===== src/rtl/conv_pkg.sv =====
// Shared definitions for the convolution datapath blocks.
// Holds the scan FSM state encoding and the default image and kernel sizes,
// which the MAC and line-buffer blocks also use.
package conv_pkg;

    localparam int unsigned DEF_K     = 3;
    localparam int unsigned DEF_IMG_W = 8;
    localparam int unsigned DEF_IMG_H = 8;
    localparam int unsigned DEF_AW    = 8;

    typedef enum logic [2:0] {
        IDLE  = 3'd0,
        CLEAR = 3'd1,
        ACCUM = 3'd2,
        EMIT  = 3'd3,
        DONE  = 3'd4
    } state_t;

endpackage


===== src/rtl/conv_scan_ctrl_if.sv =====
// Control/handshake bundle between the frame scan sequencer and its neighbours.
//   start, out_ready                      : frame control and downstream ready into the sequencer
//   busy, done                            : frame status out of the sequencer
//   pix_addr, mac_clr, mac_en             : pixel memory and MAC array controls
//   out_valid, out_row, out_col           : finished window coordinate
// The master modport is the sequencer side; slave is the surrounding logic.
interface conv_scan_ctrl_if #(
    parameter int unsigned AW = 8
);
    logic          start;
    logic          out_ready;
    logic          busy;
    logic          done;
    logic [AW-1:0] pix_addr;
    logic          mac_clr;
    logic          mac_en;
    logic          out_valid;
    logic [AW-1:0] out_row;
    logic [AW-1:0] out_col;

    modport master (
        input  start, out_ready,
        output busy, done, pix_addr, mac_clr, mac_en, out_valid, out_row, out_col
    );

    modport slave (
        output start, out_ready,
        input  busy, done, pix_addr, mac_clr, mac_en, out_valid, out_row, out_col
    );
endinterface


===== src/rtl/window_index_counter.sv =====
// Two-level wrap counter (outer, inner). The inner index counts first; when it
// reaches INNER_MAX it wraps to 0 and the outer index advances (wrapping at
// OUTER_MAX). Used both for the in-window (i, j) walk and the (r, c) raster.
//   clk, reset : clock, asynchronous active-high reset
//   clr        : synchronous clear of both indices (priority over en)
//   en         : advance by one step
//   outer/inner: current indices
//   last       : both indices at their maximum
module window_index_counter #(
    parameter int unsigned W         = 8,
    parameter int unsigned OUTER_MAX = 2,
    parameter int unsigned INNER_MAX = 2
) (
    input  logic         clk,
    input  logic         reset,
    input  logic         clr,
    input  logic         en,
    output logic [W-1:0] outer,
    output logic [W-1:0] inner,
    output logic         last
);

    logic inner_wrap;
    logic outer_wrap;

    assign inner_wrap = (inner == W'(INNER_MAX));
    assign outer_wrap = (outer == W'(OUTER_MAX));
    assign last       = inner_wrap && outer_wrap;

    // Index registers
    always_ff @(posedge clk or posedge reset) begin
        if (reset) begin
            outer <= '0;
            inner <= '0;
        end else if (clr) begin
            outer <= '0;
            inner <= '0;
        end else if (en) begin
            if (inner_wrap) begin
                inner <= '0;
                outer <= outer_wrap ? '0 : outer + W'(1);
            end else begin
                inner <= inner + W'(1);
            end
        end
    end

endmodule


===== src/rtl/conv_scan_ctrl.sv =====
// Frame sequencer for the 2-D convolution datapath. A start pulse walks every
// valid K x K window of the image in raster order: one CLEAR cycle, K*K ACCUM
// cycles issuing pixel addresses, then EMIT holding the window coordinate
// until the downstream accepts it. A one-cycle DONE ends the frame.
//   clk, reset : clock, asynchronous active-high reset
//   bus        : conv_scan_ctrl_if master (start/out_ready in; status, pixel
//                address, MAC strobes and output coordinate out)
module conv_scan_ctrl
    import conv_pkg::*;
#(
    parameter int unsigned IMG_W = DEF_IMG_W,
    parameter int unsigned IMG_H = DEF_IMG_H,
    parameter int unsigned K     = DEF_K,
    parameter int unsigned AW    = DEF_AW
) (
    input  logic               clk,
    input  logic               reset,
    conv_scan_ctrl_if.master   bus
);

    state_t        state;
    state_t        state_nxt;

    logic          ij_clr;
    logic          ij_en;
    logic          ij_last;
    logic          rc_clr;
    logic          rc_en;
    logic          rc_last;
    logic [AW-1:0] i;
    logic [AW-1:0] j;
    logic [AW-1:0] r;
    logic [AW-1:0] c;

    // In-window (i, j) walk
    window_index_counter #(
        .W         (AW),
        .OUTER_MAX (K - 1),
        .INNER_MAX (K - 1)
    ) u_ij (
        .clk   (clk),
        .reset (reset),
        .clr   (ij_clr),
        .en    (ij_en),
        .outer (i),
        .inner (j),
        .last  (ij_last)
    );

    // Output raster (r, c) walk
    window_index_counter #(
        .W         (AW),
        .OUTER_MAX (IMG_H - K),
        .INNER_MAX (IMG_W - K)
    ) u_rc (
        .clk   (clk),
        .reset (reset),
        .clr   (rc_clr),
        .en    (rc_en),
        .outer (r),
        .inner (c),
        .last  (rc_last)
    );

    // State register
    always_ff @(posedge clk or posedge reset) begin
        if (reset) begin
            state <= IDLE;
        end else begin
            state <= state_nxt;
        end
    end

    // Next-state and counter control
    always_comb begin
        state_nxt = state;
        ij_clr    = 1'b0;
        ij_en     = 1'b0;
        rc_clr    = 1'b0;
        rc_en     = 1'b0;
        case (state)
            IDLE: begin
                if (bus.start) begin
                    rc_clr    = 1'b1;
                    state_nxt = CLEAR;
                end
            end
            CLEAR: begin
                ij_clr    = 1'b1;
                state_nxt = ACCUM;
            end
            ACCUM: begin
                ij_en = 1'b1;
                if (ij_last) begin
                    state_nxt = EMIT;
                end
            end
            EMIT: begin
                if (bus.out_ready) begin
                    if (rc_last) begin
                        state_nxt = DONE;
                    end else begin
                        rc_en     = 1'b1;
                        state_nxt = CLEAR;
                    end
                end
            end
            DONE: begin
                state_nxt = IDLE;
            end
            default: begin
                state_nxt = IDLE;
            end
        endcase
    end

    // Status and strobe registers, loaded with the decode of the upcoming state
    always_ff @(posedge clk or posedge reset) begin
        if (reset) begin
            bus.busy      <= 1'b0;
            bus.done      <= 1'b0;
            bus.mac_clr   <= 1'b0;
            bus.mac_en    <= 1'b0;
            bus.out_valid <= 1'b0;
        end else begin
            bus.busy      <= (state_nxt == CLEAR) || (state_nxt == ACCUM) || (state_nxt == EMIT);
            bus.done      <= (state_nxt == DONE);
            bus.mac_clr   <= (state_nxt == CLEAR);
            bus.mac_en    <= (state_nxt == ACCUM);
            bus.out_valid <= (state_nxt == EMIT);
        end
    end

    // Address and coordinate come straight from the counter registers
    assign bus.pix_addr = (r + i) * AW'(IMG_W) + (c + j);
    assign bus.out_row  = r;
    assign bus.out_col  = c;

endmodule


===== src/flat_wrapper.sv =====
// flat-port wrapper written by rule: the top's interface ports become plain ports
module conv_scan_ctrl_flat import conv_pkg::*;
#(
    parameter int unsigned IMG_W = DEF_IMG_W,
    parameter int unsigned IMG_H = DEF_IMG_H,
    parameter int unsigned K     = DEF_K,
    parameter int unsigned AW    = DEF_AW
)
  (clk, reset, bus_start, bus_out_ready, bus_busy, bus_done, bus_pix_addr, bus_mac_clr, bus_mac_en, bus_out_valid, bus_out_row, bus_out_col);
  conv_scan_ctrl_if #(.AW(AW)) bus_i ();
  input  logic clk;
  input  logic reset;
  input wire logic [$bits(bus_i.start)-1:0] bus_start;
  input wire logic [$bits(bus_i.out_ready)-1:0] bus_out_ready;
  output wire logic [$bits(bus_i.busy)-1:0] bus_busy;
  output wire logic [$bits(bus_i.done)-1:0] bus_done;
  output wire logic [$bits(bus_i.pix_addr)-1:0] bus_pix_addr;
  output wire logic [$bits(bus_i.mac_clr)-1:0] bus_mac_clr;
  output wire logic [$bits(bus_i.mac_en)-1:0] bus_mac_en;
  output wire logic [$bits(bus_i.out_valid)-1:0] bus_out_valid;
  output wire logic [$bits(bus_i.out_row)-1:0] bus_out_row;
  output wire logic [$bits(bus_i.out_col)-1:0] bus_out_col;
  assign bus_i.start = bus_start;
  assign bus_i.out_ready = bus_out_ready;
  assign bus_busy = bus_i.busy;
  assign bus_done = bus_i.done;
  assign bus_pix_addr = bus_i.pix_addr;
  assign bus_mac_clr = bus_i.mac_clr;
  assign bus_mac_en = bus_i.mac_en;
  assign bus_out_valid = bus_i.out_valid;
  assign bus_out_row = bus_i.out_row;
  assign bus_out_col = bus_i.out_col;
  conv_scan_ctrl #(.IMG_W(IMG_W), .IMG_H(IMG_H), .K(K), .AW(AW)) u_core (.clk(clk), .reset(reset), .bus(bus_i));
endmodule

===== config.mk =====
export PLATFORM = sky130hd
export DESIGN_NAME = conv_scan_ctrl_flat
export DESIGN_NICKNAME = d
export VERILOG_FILES = /design/src/rtl/conv_pkg.sv /design/src/rtl/conv_scan_ctrl_if.sv /design/src/rtl/window_index_counter.sv /design/src/rtl/conv_scan_ctrl.sv /design/src/flat_wrapper.sv
export SDC_FILE = /design/constraint.sdc
export NUM_CORES = 1
export LEC_CHECK = 0
export ABC_AREA = 0
export ABC_CLOCK_PERIOD_IN_PS = 3790
export CAP_MARGIN = 0
export CORE_AREA = 3 3 121 94
export CTS_BUF_LIST = sky130_fd_sc_hd__clkbuf_4 sky130_fd_sc_hd__clkbuf_8
export CTS_CLUSTER_DIAMETER = 30
export DETAILED_ROUTE_END_ITERATION = 12
export DIE_AREA = 0 0 124 97
export GPL_TIMING_DRIVEN = 0
export PLACE_DENSITY = 0.46
export SKIP_LAST_GASP = 1
export SYNTH_ARGS = -nofsm -noshare
export SYNTH_HDL_FRONTEND = slang
export SYNTH_SLANG_ARGS = --single-unit

===== constraint.sdc =====
create_clock -name clk -period 3.79 [get_ports clk]
set_input_delay 0.5685 -clock clk [delete_from_list [all_inputs] [get_ports clk]]
set_output_delay 0.5685 -clock clk [all_outputs]
set_load 0.005 [all_outputs]

# Word-level counts from Yosys, hierarchy flattened
# Cells that the tools add are included.
# W data, S select, Z words.
# classes
reduce_logical	11
add_sub_neg	7
eq_ne	11
muxes	26
# ops
op	n
$mux W8	14
$add A8 B1 Y8 const B	4
$add A8 B8 Y8	2
$eq A8 B2 Y1 const B	2
$eq A8 B3 Y1 const B	2
$eq A3 B2 Y1 const B	4
$mux W3	4
$pmux W3 S4	1
$reduce_bool A2 Y1	4
$mux W1	7
$eq A3 B1 Y1 const B	2
$add A5 B5 Y5	1
$reduce_and A2 Y1	2
$eq A3 B3 Y1 const B	1
$logic_not A3 Y1	1
$logic_and A1 B1 Y1	2
$logic_or A1 B1 Y1	2
# totals
reg_bits	40
in_bits	4

# Depth between registers and ports, before layout
# Gate-level depths: netlist of the first run.
# depth
ltp_word	8
mapped_depth	11
mapped_depth_nobuf	11

# By module
# A second synthesis of the first run with hierarchy kept.
# unflattened
hier_cells	286
area_unflattened_um2	2725.1
# by_module_without_submodules
mod	cells_each	area_each_um2	seq_area_each_um2	instances
window_index_counter (u_core.u_rc)	95	934.6	400.4	1
window_index_counter (u_core.u_ij)	96	907.1	400.4	1
conv_scan_ctrl	95	883.3	200.2	1

# Worst setup path before layout of the first run
# OpenSTA, ideal clock, no wires.
# synth_path
path_kind	register to output
startpoint	register u_core.u_rc.outer[0]
endpoint	output bus_pix_addr[7]
arrival_ns	2.529
path_stages_with_launch	12
required_ns	3.222
slack_ns	0.692
cell_sequence	dfrtp_1 -> ha_1 -> fa_1 -> inv_1 -> fa_1 -> inv_1 -> ha_1 -> inv_1 -> nor2_1 -> nor2_1 -> o21ai_0 -> xnor2_1
# synth_between
elab_chain_len	2
# synth_rtl
item	line	text
from (decl)	window_index_counter.sv:18	output logic [W-1:0] outer,
from (signal assigned)	window_index_counter.sv:41	outer <= outer_wrap ? '0 : outer + W'(1);
$add A5 B5 Y5	conv_scan_ctrl.sv:135	assign bus.pix_addr = (r + i) * AW'(IMG_W) + (c + j);
$add A8 B8 Y8	conv_scan_ctrl.sv:135	
to (decl)	flat_wrapper.sv:17	output wire logic [$bits(bus_i.pix_addr)-1:0] bus_pix_addr;
# No other way between the ends.

# Worst setup path after layout of the first run
# layout_path
startpoint	register u_core.u_ij.outer[0]
endpoint	output bus_pix_addr[4]
# layout_between
elab_chain_len	2
# layout_rtl
item	line
from (decl)	window_index_counter.sv:18
from (signal assigned)	window_index_counter.sv:41
$add A5 B5 Y5	conv_scan_ctrl.sv:135
$add A8 B8 Y8	conv_scan_ctrl.sv:135
# No other way between the ends.

==> out/results.tsv, run 1 <==
stage	metric	value	unit
status	status	completed	
global_route	grtUsageTotal	0.119	
synthesis	avgSynthCellArea	9.51	um^2
finish	final_common_cell	dfrtp_1	
die	boundaryPins	33	
global_route	grt_pass1_wl	11200	um
synthesis	synth_top_area_share	0.376	
global_route	grt_pass1_vias	2032	
die	die_area	0.0120	mm^2
sta	post-route-min-period	3.62	ns
sta	worst_slew_pin_slew	0.756	ns
worst_setup_path	slowest_stage	clkdlybuf4s50_1	
finish	fin_nets	355	
finish	syn_to_final_growth	23.7	%
finish	layout_common_cells	37 x dfrtp_1, 29 x clkdlybuf4s50_1, 22 x inv_1	
worst_setup_path	worstRegToRegCells	5	
worst_setup_path	r2r-start	u_core.u_ij.outer[1]$_DFFE_PP0P_	
worst_setup_path	critical_path_required	3.22	ns
placement	gp_congestion	0.769	
pwr	ir_drop	0.207	mV
hold_path	hold_end	u_core.u_ij.outer[7]$_DFFE_PP0P_	
pwr	leakagePower	1.43	nW
global_route	grt_max_degree	30	
sta	max_slew_margin	0.490	
synthesis	synth_fp_nets	311	
synthesis	yosysWarnings	0	
worst_setup_path	r2r_slack	1.27	ns
clock_network	cts_tree	done	
placement	hpwlAfterDp	4960	um
die	die_w	124	um
worst_setup_path	cp_cell_sequence	ha_1 > fa_1 > inv_1 > fa_1 > inv_1 > ha_1 > xnor2_1 > clkdlybuf4s50_1	
detailed_routing	antenna_left	0	
finish	diodes	0	
pwr	p_per_area	617	mW/mm^2
synthesis	yosysTopAreaCell	dfrtp_1	
clock_network	cts_buffers	5	
clock_network	cts_buffer_depth	2	
hold_path	hp-start	u_core.u_ij.outer[7]$_DFFE_PP0P_	
worst_setup_path	startpoint_type	register	
clock_network	cts.clk_slew.worst_paths	0.08	ns
die	rows	32	
sta	clock.fmax	276	MHz
synthesis	yosysSeqAreaShare	0.376	
worst_setup_path	arrival	3.06	ns
synthesis	syn-cell-area	0.00266	mm^2
die	initial_core_util	0.260	
clock_network	cts_root_buffer	clkbuf_8	
detailed_routing	dr.pass1.iters	4	
pwr	p_total	0.00203	W
sta	finClkSkew	0.00711	ns
placement	portBuffers	32	
hold_path	whs_path_depth	1	
detailed_routing	vias	2120	
finish	drive_above_1_share	0.117	
worst_setup_path	critPathMaxFanout	4	
placement	place_inst	449	
worst_setup_path	endpoint_kind	output pin	
hold_path	hold_path.class	reg -> reg	
finish	instances_no_fill	461	
sta	fin_crit_sh	0.956	
sta	finalHoldViolations	0	
clock_network	clock_sinks	40	
detailed_routing	drt_wl_total	6610	um
worst_setup_path	critical_path_class	reg -> out	
job	drv_cap	0	
sta	rsz0062_at_grt	no	
global_route	antenna_found_initial	0	
synthesis	async_flop_share	1.00	
die	core	0.0102	mm^2
worst_setup_path	critPathMaxStageDelay	0.53	ns
clock_network	cts-htree-levels	2	
worst_setup_path	rr_endpoint	u_core.bus.busy$_DFF_PP0_	
sta	report.final.setup_viol	0	
die	dieHeight	97	um
synthesis	synth-edff-count	0	
synthesis	ys_types	50	
synthesis	syn_inst	280	
detailed_routing	drt_iter0_drc	89	
detailed_routing	vias_per_cell	4.60	
synthesis	synth_flop_cell	dfrtp_1	
detailed_routing	routedWlPerCell	14.3	um
detailed_routing	drc	0	
synthesis	synthTopCellsByArea	dfrtp_1 38%, ha_1 9.9%, xnor2_1 4.9%	
global_route	grt_overflow	0	
synthesis	ys_ff_latch	40	
clock_network	clkLatencyLatePin	0.30	ns
sta	drv_slew	0	
## critical path, delay by kind of cell, from the launching register on
kind / cells / cell delay (ns)
buffers and inverters: 3 / 0.63
xor gates and xnor gates: 1 / 0.19
adders and majority gates: 4 / 1.50
DFF: 1 / 0.44
## power breakdown
part           total, W  switching [W]  internal [W]
Clock          0.000310       0.000165      0.000146
Sequential     0.000642       0.000124      0.000518
Combinational   0.00108       0.000543      0.000535
## registers in the layout, indices dropped and copies added (netlist names)
| signal | cells |
|---|---|
| u_core.u_ij.outer | 8 |
| u_core.state | 3 |
| u_core.bus.busy | 1 |
| u_core.u_rc.inner | 8 |
| u_core.bus.out_valid | 1 |
| u_core.bus.mac_clr | 1 |
| u_core.u_ij.inner | 8 |
| u_core.bus.done | 1 |
| u_core.u_rc.outer | 8 |
| u_core.bus.mac_en | 1 |
## worst max path at each step
| stage | from | to | slack [ns] | depth (start not counted) |
|---|---|---|---|---|
| 2_1_floorplan | u_core.u_rc.outer[0]$_DFFE_PP0P_ | bus_pix_addr[7] | 0.69 | 11 |
| 3_3_place_gp | u_core.u_rc.outer[0]$_DFFE_PP0P_ | bus_pix_addr[7] | -0.21 | 12 |
| 3_5_place_dp | u_core.u_rc.outer[0]$_DFFE_PP0P_ | bus_pix_addr[7] | -0.17 | 12 |
| 4_1_cts | u_core.u_ij.outer[0]$_DFFE_PP0P_ | bus_pix_addr[7] | -0.08 | 12 |
| 5_1_grt | u_core.u_ij.outer[0]$_DFFE_PP0P_ | bus_pix_addr[7] | 0.008 | 12 |
| 6_report | u_core.u_ij.outer[0]$_DFFE_PP0P_ | bus_pix_addr[4] | 0.17 | 8 |
## per-stage QoR
step	setup WS [ns]	hold WS (ns)	util	area, um^2	TNS [ns]
5_1_grt	0.00819	0.523	0.321	3290	0
6_report	0.165	0.484	0.321	3290	0
3_5_place_dp	-0.173	0.469	0.310	3170	-0.173
2_1_floorplan	0.692	0.437	-	2660	0
3_3_place_gp	-0.205	0.470	0.308	3150	-0.205
4_1_cts	-0.0776	0.482	0.320	3280	-0.0776
## cells by family after synthesis
group                    synth area share
AND/OR/NAND/NOR                     0.204
AO/OA/AOI/OAI                       0.156
flip-flops                          0.376
buffers and inverters              0.0404
adder cells (fa/ha/maj)             0.144
XOR/XNOR                           0.0724
multiplexers                      0.00799
## layout make-up
class	instances	area, um^2
Multi-Input combinational cell	212	1560
Tap cell	136	170
Sequential cell	40	1000
Clock inverter	2	10.0
Inverter	23	86.3
Timing Repair Buffer	37	355
Buffer	5	21.3
Fill cell	1085	6960
Clock buffer	6	82.6
## layer usage
metal,vias up,share of wire,track usage,wire length (um)
li1,1085,-,-,-
met1,992,0.57,0.195,3750
met2,35,0.38,0.148,2490
met3,8,0.042,0.0298,279
met4,0,0.013,0.0370,86
met5,-,0,0,0
## synthesized netlist by cell type (2+ instances only)
cell type,number
fa_1,6
nand3_1,15
clkbuf_1,3
a21oi_1,17
or4_1,2
nor3_1,5
inv_1,23
dfrtp_1,40
nand3b_1,2
o31ai_1,5
nand2b_1,7
or2_2,3
a211oi_1,2
xnor2_1,15
a21o_1,4
nand2_1,10
o21ai_0,22
o22ai_1,3
ha_1,21
or3_1,8
nor2b_1,5
xor2_1,7
nor2_1,20
and3_1,6
nor4_1,2
o21bai_1,2
nand4b_1,2
## timing repair
action,in CTS,in global routing
setup buffers,2,2
resized for setup,6,10
pin swaps,2,3
setup endpoints to repair,3,3
hold buffers,0,0
(Power assumes the default switching activity.)
==> run 2: changes to the inputs <==
--- a/config.mk
+++ b/config.mk
@@ -14,8 +14,7 @@
 export DETAILED_ROUTE_END_ITERATION = 12
 export DIE_AREA = 0 0 124 97
 export GPL_TIMING_DRIVEN = 0
-export PLACE_DENSITY = 0.46
-export SKIP_LAST_GASP = 1
+export PLACE_DENSITY = 0.41
 export SYNTH_ARGS = -nofsm -noshare
 export SYNTH_HDL_FRONTEND = slang
 export SYNTH_SLANG_ARGS = --single-unit
==> run 2 against run 1 <==
- worst setup slack got worse by 0.0073 ns
- critical path type unchanged
- first-iteration DRC count up 19%
- final area grew 0.65%
- final cell count is the same
- global-route usage decreased by 0.11 points
- sequential share of layout area down 0.16 points
- die area unchanged
- largest power group unchanged
- worst hold slack better by 0.0035 ns
- power hardly changed
- sequential power barely moved
==> out/results.tsv, run 2 (synthesis results as in run 1) <==
stage	metric	value	unit
status	status	completed	
worst_setup_path	arrival	3.06	ns
global_route	grt_max_degree	22	
sta	report.final.setup_viol	0	
worst_setup_path	critical_path_required	3.22	ns
finish	fin_nets	356	
clock_network	hold_buffers	0	
worst_setup_path	critical_path_class	reg -> out	
detailed_routing	vias	2164	
sta	worst_slew_pin_slew	0.702	ns
finish	syn_to_final_growth	24.5	%
sta	fin_crit_sh	0.958	
placement	portBuffers	32	
sta	drv_slew	0	
global_route	grt_pass1_wl	11300	um
worst_setup_path	startpoint_type	register	
detailed_routing	antenna_left	0	
clock_network	clkLatencyLatePin	0.29	ns
worst_setup_path	worstRegToRegCells	7	
finish	final_common_cell	dfrtp_1	
clock_network	cts_buffers	5	
global_route	antenna_found_initial	0	
clock_network	cts.clk_slew.worst_paths	0.08	ns
global_route	grt_pass1_vias	2120	
clock_network	clock_sinks	40	
worst_setup_path	slowest_stage	fa_1	
placement	hpwlAfterDp	5180	um
sta	setup_ws	0.158	ns
worst_setup_path	critPathLaunch	u_core.u_rc.outer[0]$_DFFE_PP0P_	
detailed_routing	drt_wl_total	6790	um
sta	rsz0062_at_grt	yes	
finish	diodes	0	
placement	place_ws	-0.142	ns
clock_network	cts_root_buffer	clkbuf_8	
detailed_routing	vias_per_cell	4.69	
pwr	leakagePower	1.44	nW
die	boundaryPins	33	
die	die_area	0.0120	mm^2
sta	finalHoldViolations	0	
hold_path	hold_path.class	reg -> reg	
die	die_w	124	um
pwr	ir_drop	0.238	mV
sta	max_slew_margin	0.532	
die	dieHeight	97	um
worst_setup_path	cp_cell_sequence	ha_1 > fa_1 > inv_1 > fa_1 > inv_1 > ha_1 > inv_1 > o21bai_1 > a21oi_1 > xnor2_1 > dlygate4sd2_1	
die	core	0.0102	mm^2
worst_setup_path	critPathMaxStageDelay	0.48	ns
detailed_routing	drc	0	
clock_network	cts_tree	done	
worst_setup_path	r2r-start	u_core.u_ij.outer[0]$_DFFE_PP0P_	
worst_setup_path	crit_end	bus_pix_addr[6]	
placement	gp_congestion	0.757	
detailed_routing	drt_iter0_drc	106	
worst_setup_path	endpoint_kind	output pin	
clock_network	cts-htree-levels	2	
detailed_routing	dr.pass1.iters	5	
job	drv_cap	0	
finish	layout.area.seq	0.00101	mm^2
pwr	p_per_area	612	mW/mm^2
finish	multi_input_area	0.00157	mm^2
hold_path	whs_path_depth	1	
finish	drive_above_1_share	0.117	
worst_setup_path	rr_endpoint	u_core.u_ij.outer[4]$_DFFE_PP0P_	
finish	layout_common_cells	36 x dfrtp_1, 29 x clkdlybuf4s50_1, 22 x inv_1	
global_route	grt_overflow	0	
placement	place_area	0.00318	mm^2
worst_setup_path	critPathMaxFanout	2	
worst_setup_path	r2r_slack	1.26	ns
worst_setup_path	cpMostUsedCell	inv_1	
die	initial_core_util	0.260	
detailed_routing	routedWlPerCell	14.7	um
sta	finClkSkew	0.00929	ns
global_route	grtUsageTotal	0.118	
clock_network	cts_buffer_depth	2	
finish	design_area	0.00331	mm^2
sta	post-route-min-period	3.63	ns
die	rows	32	
sta	clock.fmax	275	MHz
finish	fillers	1115	
## run 2: cell types whose count changed in the layout (fill, tap and decap cells not counted), sizes merged
cell,delta
clkinv,-1
dlygate4sd2,+2
buf,+1
clkbuf,-2
## run 2: worst min-delay path by stage
stage | start | to | slack (ns)
after floorplan | u_core.u_ij.outer[7]$_DFFE_PP0P_ | u_core.u_ij.outer[7]$_DFFE_PP0P_ | 0.44
after global placement | u_core.u_ij.outer[7]$_DFFE_PP0P_ | u_core.u_ij.outer[7]$_DFFE_PP0P_ | 0.49
after detailed placement | u_core.u_ij.outer[7]$_DFFE_PP0P_ | u_core.u_ij.outer[7]$_DFFE_PP0P_ | 0.48
after CTS | u_core.u_ij.outer[7]$_DFFE_PP0P_ | u_core.u_ij.outer[7]$_DFFE_PP0P_ | 0.49
after global routing | u_core.u_ij.outer[7]$_DFFE_PP0P_ | u_core.u_ij.outer[7]$_DFFE_PP0P_ | 0.52
final | u_core.u_ij.outer[7]$_DFFE_PP0P_ | u_core.u_ij.outer[7]$_DFFE_PP0P_ | 0.49
## run 2: where the power goes
group	internal (W)	leakage (nW)	switching, W
sequential	0.000519	0.523	0.000121
clock	0.000133	0.0445	0.000156
combinational	0.000547	0.872	0.000555
total	0.00120	1.44	0.000832
## run 2: layout make-up
type / count / area share
sequential: 40 / 0.304
inverter: 23 / 0.0260
tap: 136 / 0.0513
buffer: 5 / 0.00642
clock inverter: 1 / 0.00151
multi-input combinational: 212 / 0.474
clock buffer: 6 / 0.0230
timing repair buffer: 38 / 0.114
## run 2: what timing repair did
item                       CTS  global route
setup buffers                2             3
pin swaps                    3             5
setup endpoints to repair    3             1
gates resized for setup      9             6
## run 2: layer usage
layer	wire, um	vias to the layer above	GRT usage
met2	2720	41	0.157
met1	3720	1033	0.193
li1	-	1085	-
met4	53	0	0.0278
met5	0	-	0
met3	291	5	0.0222
## run 2: worst max-delay path: cells and delay by family (launching register included)
kind	cells	cell delay, ns
XOR/XNOR	1	0.15
flip-flops	1	0.42
adder cells (fa/ha/maj)	4	1.49
AO/OA/AOI/OAI	2	0.25
buffers and inverters	4	0.46
## run 2: per-stage QoR
step | hold WS [ns] | TNS (ns) | std cells | util | total power (W)
floorplan | 0.437 | 0 | 280 | - | 0.00124
global placement | 0.489 | -0.147 | 448 | 0.308 | 0.00172
detailed placement | 0.476 | -0.142 | 449 | 0.310 | 0.00172
CTS | 0.494 | 0 | 458 | 0.320 | 0.00204
global route | 0.516 | -0.00665 | 461 | 0.323 | 0.00223
finish | 0.487 | 0 | 461 | 0.323 | 0.00203
